## src/rtl/perf_event_counter_unit.sv

```systemverilog
// Performance event counters with snapshot/readback channel for a debug host.
// Optional macro PERF_WRAP_EN: counters wrap modulo 2^WIDTH instead of saturating.
module perf_event_counter_unit #(
  parameter int unsigned WIDTH = 32
) (
  input  logic             clkFPGA,
  input  logic             rst,
  input  logic             enable,
  input  logic             finish,
  input  logic             ev_stall,
  input  logic             ev_arith,
  input  logic             ev_mem,
  input  logic             ev_retire,
  input  logic             clear,
  input  logic             snap_req,
  output logic             snap_ack,
  input  logic [2:0]       rd_sel,
  output logic [WIDTH-1:0] rd_data,
  output logic [WIDTH-1:0] stall_count,
  output logic [WIDTH-1:0] arith_count,
  output logic [WIDTH-1:0] mem_count,
  output logic [WIDTH-1:0] cycle_count,
  output logic [WIDTH-1:0] instr_count,
  output logic [4:0]       overflow
);

  localparam int unsigned NumCnt = 5;
  localparam logic [WIDTH-1:0] CntMax = '1;
  localparam logic [WIDTH-1:0] CntOne = WIDTH'(1);

  typedef enum logic [1:0] {StIdle, StRun, StFrozen} state_e;

  state_e            state_q, state_d;
  logic              count_en;
  logic [NumCnt-1:0] ev_vec;
  logic [NumCnt-1:0] ovf_q, ovf_d;
  logic [WIDTH-1:0]  cnt_q [NumCnt];
  logic [WIDTH-1:0]  cnt_d [NumCnt];
  logic [WIDTH-1:0]  shadow_q [NumCnt];
  logic [WIDTH-1:0]  rd_data_d;
  logic              snap_ack_q;
  logic              capture;

  // Counter index order matches rd_sel; the cycle counter's strobe is always high.
  assign ev_vec  = {ev_retire, 1'b1, ev_mem, ev_arith, ev_stall};
  assign capture = snap_req && !snap_ack_q;

  always_comb begin
    state_d  = state_q;
    count_en = 1'b0;
    unique case (state_q)
      StIdle: begin
        if (enable && !finish) begin
          state_d  = StRun;
          count_en = 1'b1;
        end
      end
      StRun: begin
        count_en = enable;
        if (finish) state_d = StFrozen;
      end
      StFrozen: begin
        if (clear) state_d = StIdle;
      end
      default: state_d = StIdle;
    endcase
  end

  always_comb begin
    for (int i = 0; i < NumCnt; i++) begin
      cnt_d[i] = cnt_q[i];
      ovf_d[i] = ovf_q[i];
      if (clear) begin
        cnt_d[i] = '0;
        ovf_d[i] = 1'b0;
      end else if (count_en && ev_vec[i]) begin
        if (cnt_q[i] == CntMax) ovf_d[i] = 1'b1;
`ifdef PERF_WRAP_EN
        cnt_d[i] = cnt_q[i] + CntOne;
`else
        if (cnt_q[i] != CntMax) cnt_d[i] = cnt_q[i] + CntOne;
`endif
      end
    end
  end

  always_comb begin
    rd_data_d = '0;
    case (rd_sel)
      3'd0:    rd_data_d = shadow_q[0];
      3'd1:    rd_data_d = shadow_q[1];
      3'd2:    rd_data_d = shadow_q[2];
      3'd3:    rd_data_d = shadow_q[3];
      3'd4:    rd_data_d = shadow_q[4];
      default: rd_data_d = '0;
    endcase
  end

  always_ff @(posedge clkFPGA) begin
    if (rst) begin
      state_q    <= StIdle;
      ovf_q      <= '0;
      snap_ack_q <= 1'b0;
      rd_data    <= '0;
      for (int i = 0; i < NumCnt; i++) begin
        cnt_q[i]    <= '0;
        shadow_q[i] <= '0;
      end
    end else begin
      state_q    <= state_d;
      ovf_q      <= ovf_d;
      snap_ack_q <= snap_req;
      rd_data    <= rd_data_d;
      for (int i = 0; i < NumCnt; i++) begin
        cnt_q[i] <= cnt_d[i];
        // Shadows take this edge's pre-increment (and pre-clear) live values.
        if (capture) shadow_q[i] <= cnt_q[i];
      end
    end
  end

  assign snap_ack    = snap_ack_q;
  assign overflow    = ovf_q;
  assign stall_count = cnt_q[0];
  assign arith_count = cnt_q[1];
  assign mem_count   = cnt_q[2];
  assign cycle_count = cnt_q[3];
  assign instr_count = cnt_q[4];

endmodule

```

## config.mk

```make
export PLATFORM = sky130hd
export DESIGN_NAME = perf_event_counter_unit
export DESIGN_NICKNAME = d
export VERILOG_FILES = /design/src/rtl/perf_event_counter_unit.sv
export SDC_FILE = /design/constraint.sdc
export NUM_CORES = 1
export LEC_CHECK = 0
export ABC_AREA = 1
export BUFFER_PORTS_ARGS = -buffer_cell sky130_fd_sc_hd__clkbuf_2
export CORE_ASPECT_RATIO = 2
export CORE_MARGIN = 3
export CORE_UTILIZATION = 64
export DETAILED_ROUTE_END_ITERATION = 12
export PLACE_DENSITY = 0.86
export SLEW_MARGIN = 15
export SYNTH_ARGS = -nofsm -noshare
export SYNTH_HDL_FRONTEND = slang
export SYNTH_SLANG_ARGS = --single-unit
```

## constraint.sdc

```tcl
create_clock -name clkFPGA -period 16.8 [get_ports clkFPGA]
set_input_delay 1.68 -clock clkFPGA [delete_from_list [all_inputs] [get_ports clkFPGA]]
set_output_delay 1.68 -clock clkFPGA [all_outputs]
set_load 0.005 [all_outputs]
```

# [Word level (Yosys, flattened, before mapping)]
# Memories as Yosys holds them, arrays and structs flattened.
# Index checks and enable logic that the tools add are counted.
[word_totals] n_memories=2 ramBits=320 inputBits=13 word_cells=99 output_inout_bits=198 reg_bits=40
[classes] n_eq_ne=19 mux=38 addsub=5 n_reduce_logical=17 n_bitwise=10
[mem_list] memory="cnt_q" depth=5 word_bits=32 read_ports=5 rd_clocked_by_memory_dff=0 wr=5 line_no="37" source="logic [WIDTH-1:0] cnt_q [NumCnt];"
[mem_list] memory="shadow_q" depth=5 word_bits=32 read_ports=5 rd_clocked_by_memory_dff=0 wr=5 line_no="39" source="logic [WIDTH-1:0] shadow_q [NumCnt];"
[ops] op="$mux W32" count=25
[ops] op="$add A32 B1 Y32 const B" count=5
[ops] op="$eq A32 B32 Y1 const B" count=5
[ops] op="$ne A32 B32 Y1 const B" count=5
[ops] op="$pmux W32 S5" count=1
[ops] op="$or A1 B1 Y1" count=10
[ops] op="$reduce_and A2 Y1" count=5
[ops] op="$mux W1" count=7
[ops] op="$eq A3 B2 Y1 const B" count=2
[ops] op="$logic_and A1 B1 Y1" count=6
[ops] op="$mux W2" count=3
[ops] op="$ne A2 B2 Y1 const B" count=3
[ops] op="$pmux W2 S3" count=1
[ops] op="$eq A3 B1 Y1 const B" count=1
[ops] op="$eq A3 B3 Y1 const B" count=1
[ops] op="$logic_not A3 Y1" count=1
[ops] op="$reduce_and A3 Y1" count=1
[ops] op="$eq A2 B1 Y1 const B" count=1
[ops] op="$eq A2 B2 Y1 const B" count=1
[ops] op="$logic_not A1 Y1" count=2
[ops] op="$logic_not A2 Y1" count=1
[ops] op="$pmux W1 S2" count=1
[ops] op="$reduce_or A2 Y1" count=1

# [Longest topological paths before layout]
[depth] ltp_word=8 ltp_mapped=11 ltp_nobuf=11

# [Least setup slack after synthesis]
# OpenSTA, ideal clock, no wires.
[synth_timing] kind="input to register" startpoint="input port snap_req" endpoint="memory shadow_q[0][0] (enable)" arrival_ns=9.063 setup_ns=0.712 path_slack_ns=7.025 n_path_buf=0 stages=2 required_time_ns=16.088 cell_sequence="inv_1 > o21bai_1"
[synth_rtl] element="start, declared" line_no="15" source="input logic snap_req,"
[synth_rtl] element="end, declared" line_no="39"

==> qor.yml <==
root_buffer: "clkbuf_16"
fillers: 2228
place_congestion: 1.01
first_pass_iters: 6
synthCells: 2467
required_ns: 16.93
yosysMostFrequentCell: "nor2_1"
max_freq_mhz: 238
drt_iter0_drc: 1682
setup_viol: 0
rows: 87
worstMarginPinSlew_ns: 1.18
totalPowerFinal_mw: 1.90
cts_buffer_depth: 3
synth_area_leader_cell: "edfxtp_1"
critPathLaunchType: "input pin"
boundaryPins: 211
syn-num-nets: 2485
nets: 2648
ys_types: 41
crit_path_cell_trace: "clkbuf_2, o21bai_4, buf_4, buf_4"
htreeDepth: 2
synth_seq_cells: 360
clkTransAtPathRegs_ns: 0.07
hold_violations: 0
synth_top_area_share_pct: 25.8
synth_ff_type: "dfxtp_1"
die_x_um: 127
grt_pass1_vias: 16500
ir_worst_vdd_uv: 93.5
powerDensity_mw_per_mm2: 90.6
ctsResizeCount: 0
drt-wirelength-per-cell_um: 18.9
critPathMaxStageDelay_ns: 0.94
dp_hpwl_mm: 41.9
fin_crit_ns: 4.20
arrival_ns: 4.34
n_antenna_cell: 0
via_per_inst: 5.74
synth_common_cells: "555 x nor2_1, 537 x nand2_1, 288 x inv_1, 207 x nand3_1, 200 x dfxtp_1"
crit_path_max_fanout: 93
criticalPathCategory: "in2reg"
route.detailed.drc: 0
die_y_um: 247
die_area_mm2: 0.0313
drv_cap: 0
num_vias: 17300
avgSynthCellArea_um2: 7.54
yosysWarnings: 0
multiInputGateArea_mm2: 0.00821
fin_util_pct: 73.8
clkLatencyLatePin_ns: 0.53
initial_core_util_pct: 65.5
final-seq-area_mm2: 0.00881
tritoncts: "done"
drtAntennaViolNets: 0
drive_above_1_share_pct: 15.3
area_growth_pct: 12.8
synth_edf_count: 160
cts_buffers: 34
ys_async_sr_fraction_pct: 0
antenna_found_initial: 0
cts_setup_buffers: 0
grt_pass1_wl_mm: 88.5
grt_max_degree: 94
clock_sinks: 360
cpMostUsedCell: "buf_4"
syn_area_mm2: 0.0186
p_leak_nw: 8.23
slew-limit-headroom_pct: 21.3
tns_ns: 0
grt.total_usage_pct: 36.0
core_mm2: 0.0284
wl_mm: 57.1
rsz0062_at_grt: "no"
finClkSkew_ns: 0.0142
fin_crit_sh_pct: 25.0
overflow: 0
status: "finished, final reports clean"
worst_setup_path_end_kind: "register"
cp_slowest_cell: "buf_4"
ctsHoldBuffers: 0
slew_viol_final: 0
io_buffers: 210
ys_seq_area_share_pct: 47.4
hp-class: "reg2reg"
synth_area_leaders: "edfxtp_1 26%, dfxtp_1 22%, nor2_1 11%, nand2_1 11%, inv_1 5.8%"
==> critical path: cells and delay by family <==
kind | cells | cell delay (ns)
compound gates | 1 | 0.26
buf+inv | 3 | 2.30
==> cells in the final DEF (no fill, tap or decap), types with 10 or more instances in the layout <==
cell         n
nand2_1    536
nand3_1    207
nor2_2      15
dfxtp_1    200
nor3_1      16
clkbuf_16   39
xor2_1      42
nand2_4     12
inv_1      288
o21ai_0     35
nand3_2     14
nand2_2     16
buf_4       10
edfxtp_1   160
a21oi_1     81
clkbuf_2   210
nor2_1     553
a21oi_2     30
nand4_1     57
o211a_1     19
a31oi_1     22
nor2_4      15
==> power breakdown <==
group	switching (mW)	internal, mW
Clock	0.349	0.514
Combinational	0.0658	0.0194
Sequential	0.0150	0.939
==> through the flow <==
step / hold slack [ns] / std cells / setup WS (ns) / area (um^2)
finish: 0.471 / 3012 / 12.60 / 21000
global route: 0.492 / 3012 / 12.47 / 21000
CTS: 0.472 / 3011 / 12.65 / 21000
detailed placement: 0.457 / 2949 / 12.11 / 19700
global placement: 0.448 / 2949 / 12.22 / 19700
floorplan: 0.464 / 2467 / 7.03 / 18600
==> flip-flops by register name, summed over array words and instances (netlist names) <==
signal / flops
cnt_q: 160
shadow_q: 160
rd_data: 32
overflow: 5
state_q: 2
snap_ack: 1
==> kinds of logic (layout without fill, tap and decap cells) <==
kind of cell / after synthesis / count (layout) / synth area share, %
fa+ha+maj: 5 / 5 / 0.336
flops: 360 / 360 / 47.4
buf+inv: 389 / 578 / 8.70
compound gates: 202 / 202 / 6.84
xor+xnor: 42 / 42 / 1.98
simple gates: 1469 / 1469 / 34.8
==> final timing paths <==
check	startpoint	end	slack [ns]	cells after the start
worst max-delay path	rst	shadow_q[0][61]	12.60	4
worst min-delay path	overflow[0]	overflow[0]	0.47	1
worst max register to register	snap_ack	shadow_q[0][61]	14.16	3
worst min register to register	overflow[0]	overflow[0]	0.47	1
==> routing by layer <==
metal	vias to the layer above	wire length [um]	GRT usage, %
li1	8222	-	-
met1	7944	20400	41.0
met2	899	28600	62.5
met3	237	3570	4.00
met4	0	4540	25.0
met5	-	0	0
==> layout make-up <==
type / count / share of cell area (%)
Sequential cell: 360 / 42.0
Inverter: 295 / 5.30
Clock inverter: 16 / 1.08
Clock buffer: 46 / 4.92
Timing Repair Buffer: 221 / 5.44
Multi-Input combinational cell: 1718 / 39.1
Tap cell: 356 / 2.12
Power figures use the tool's default switching activity.
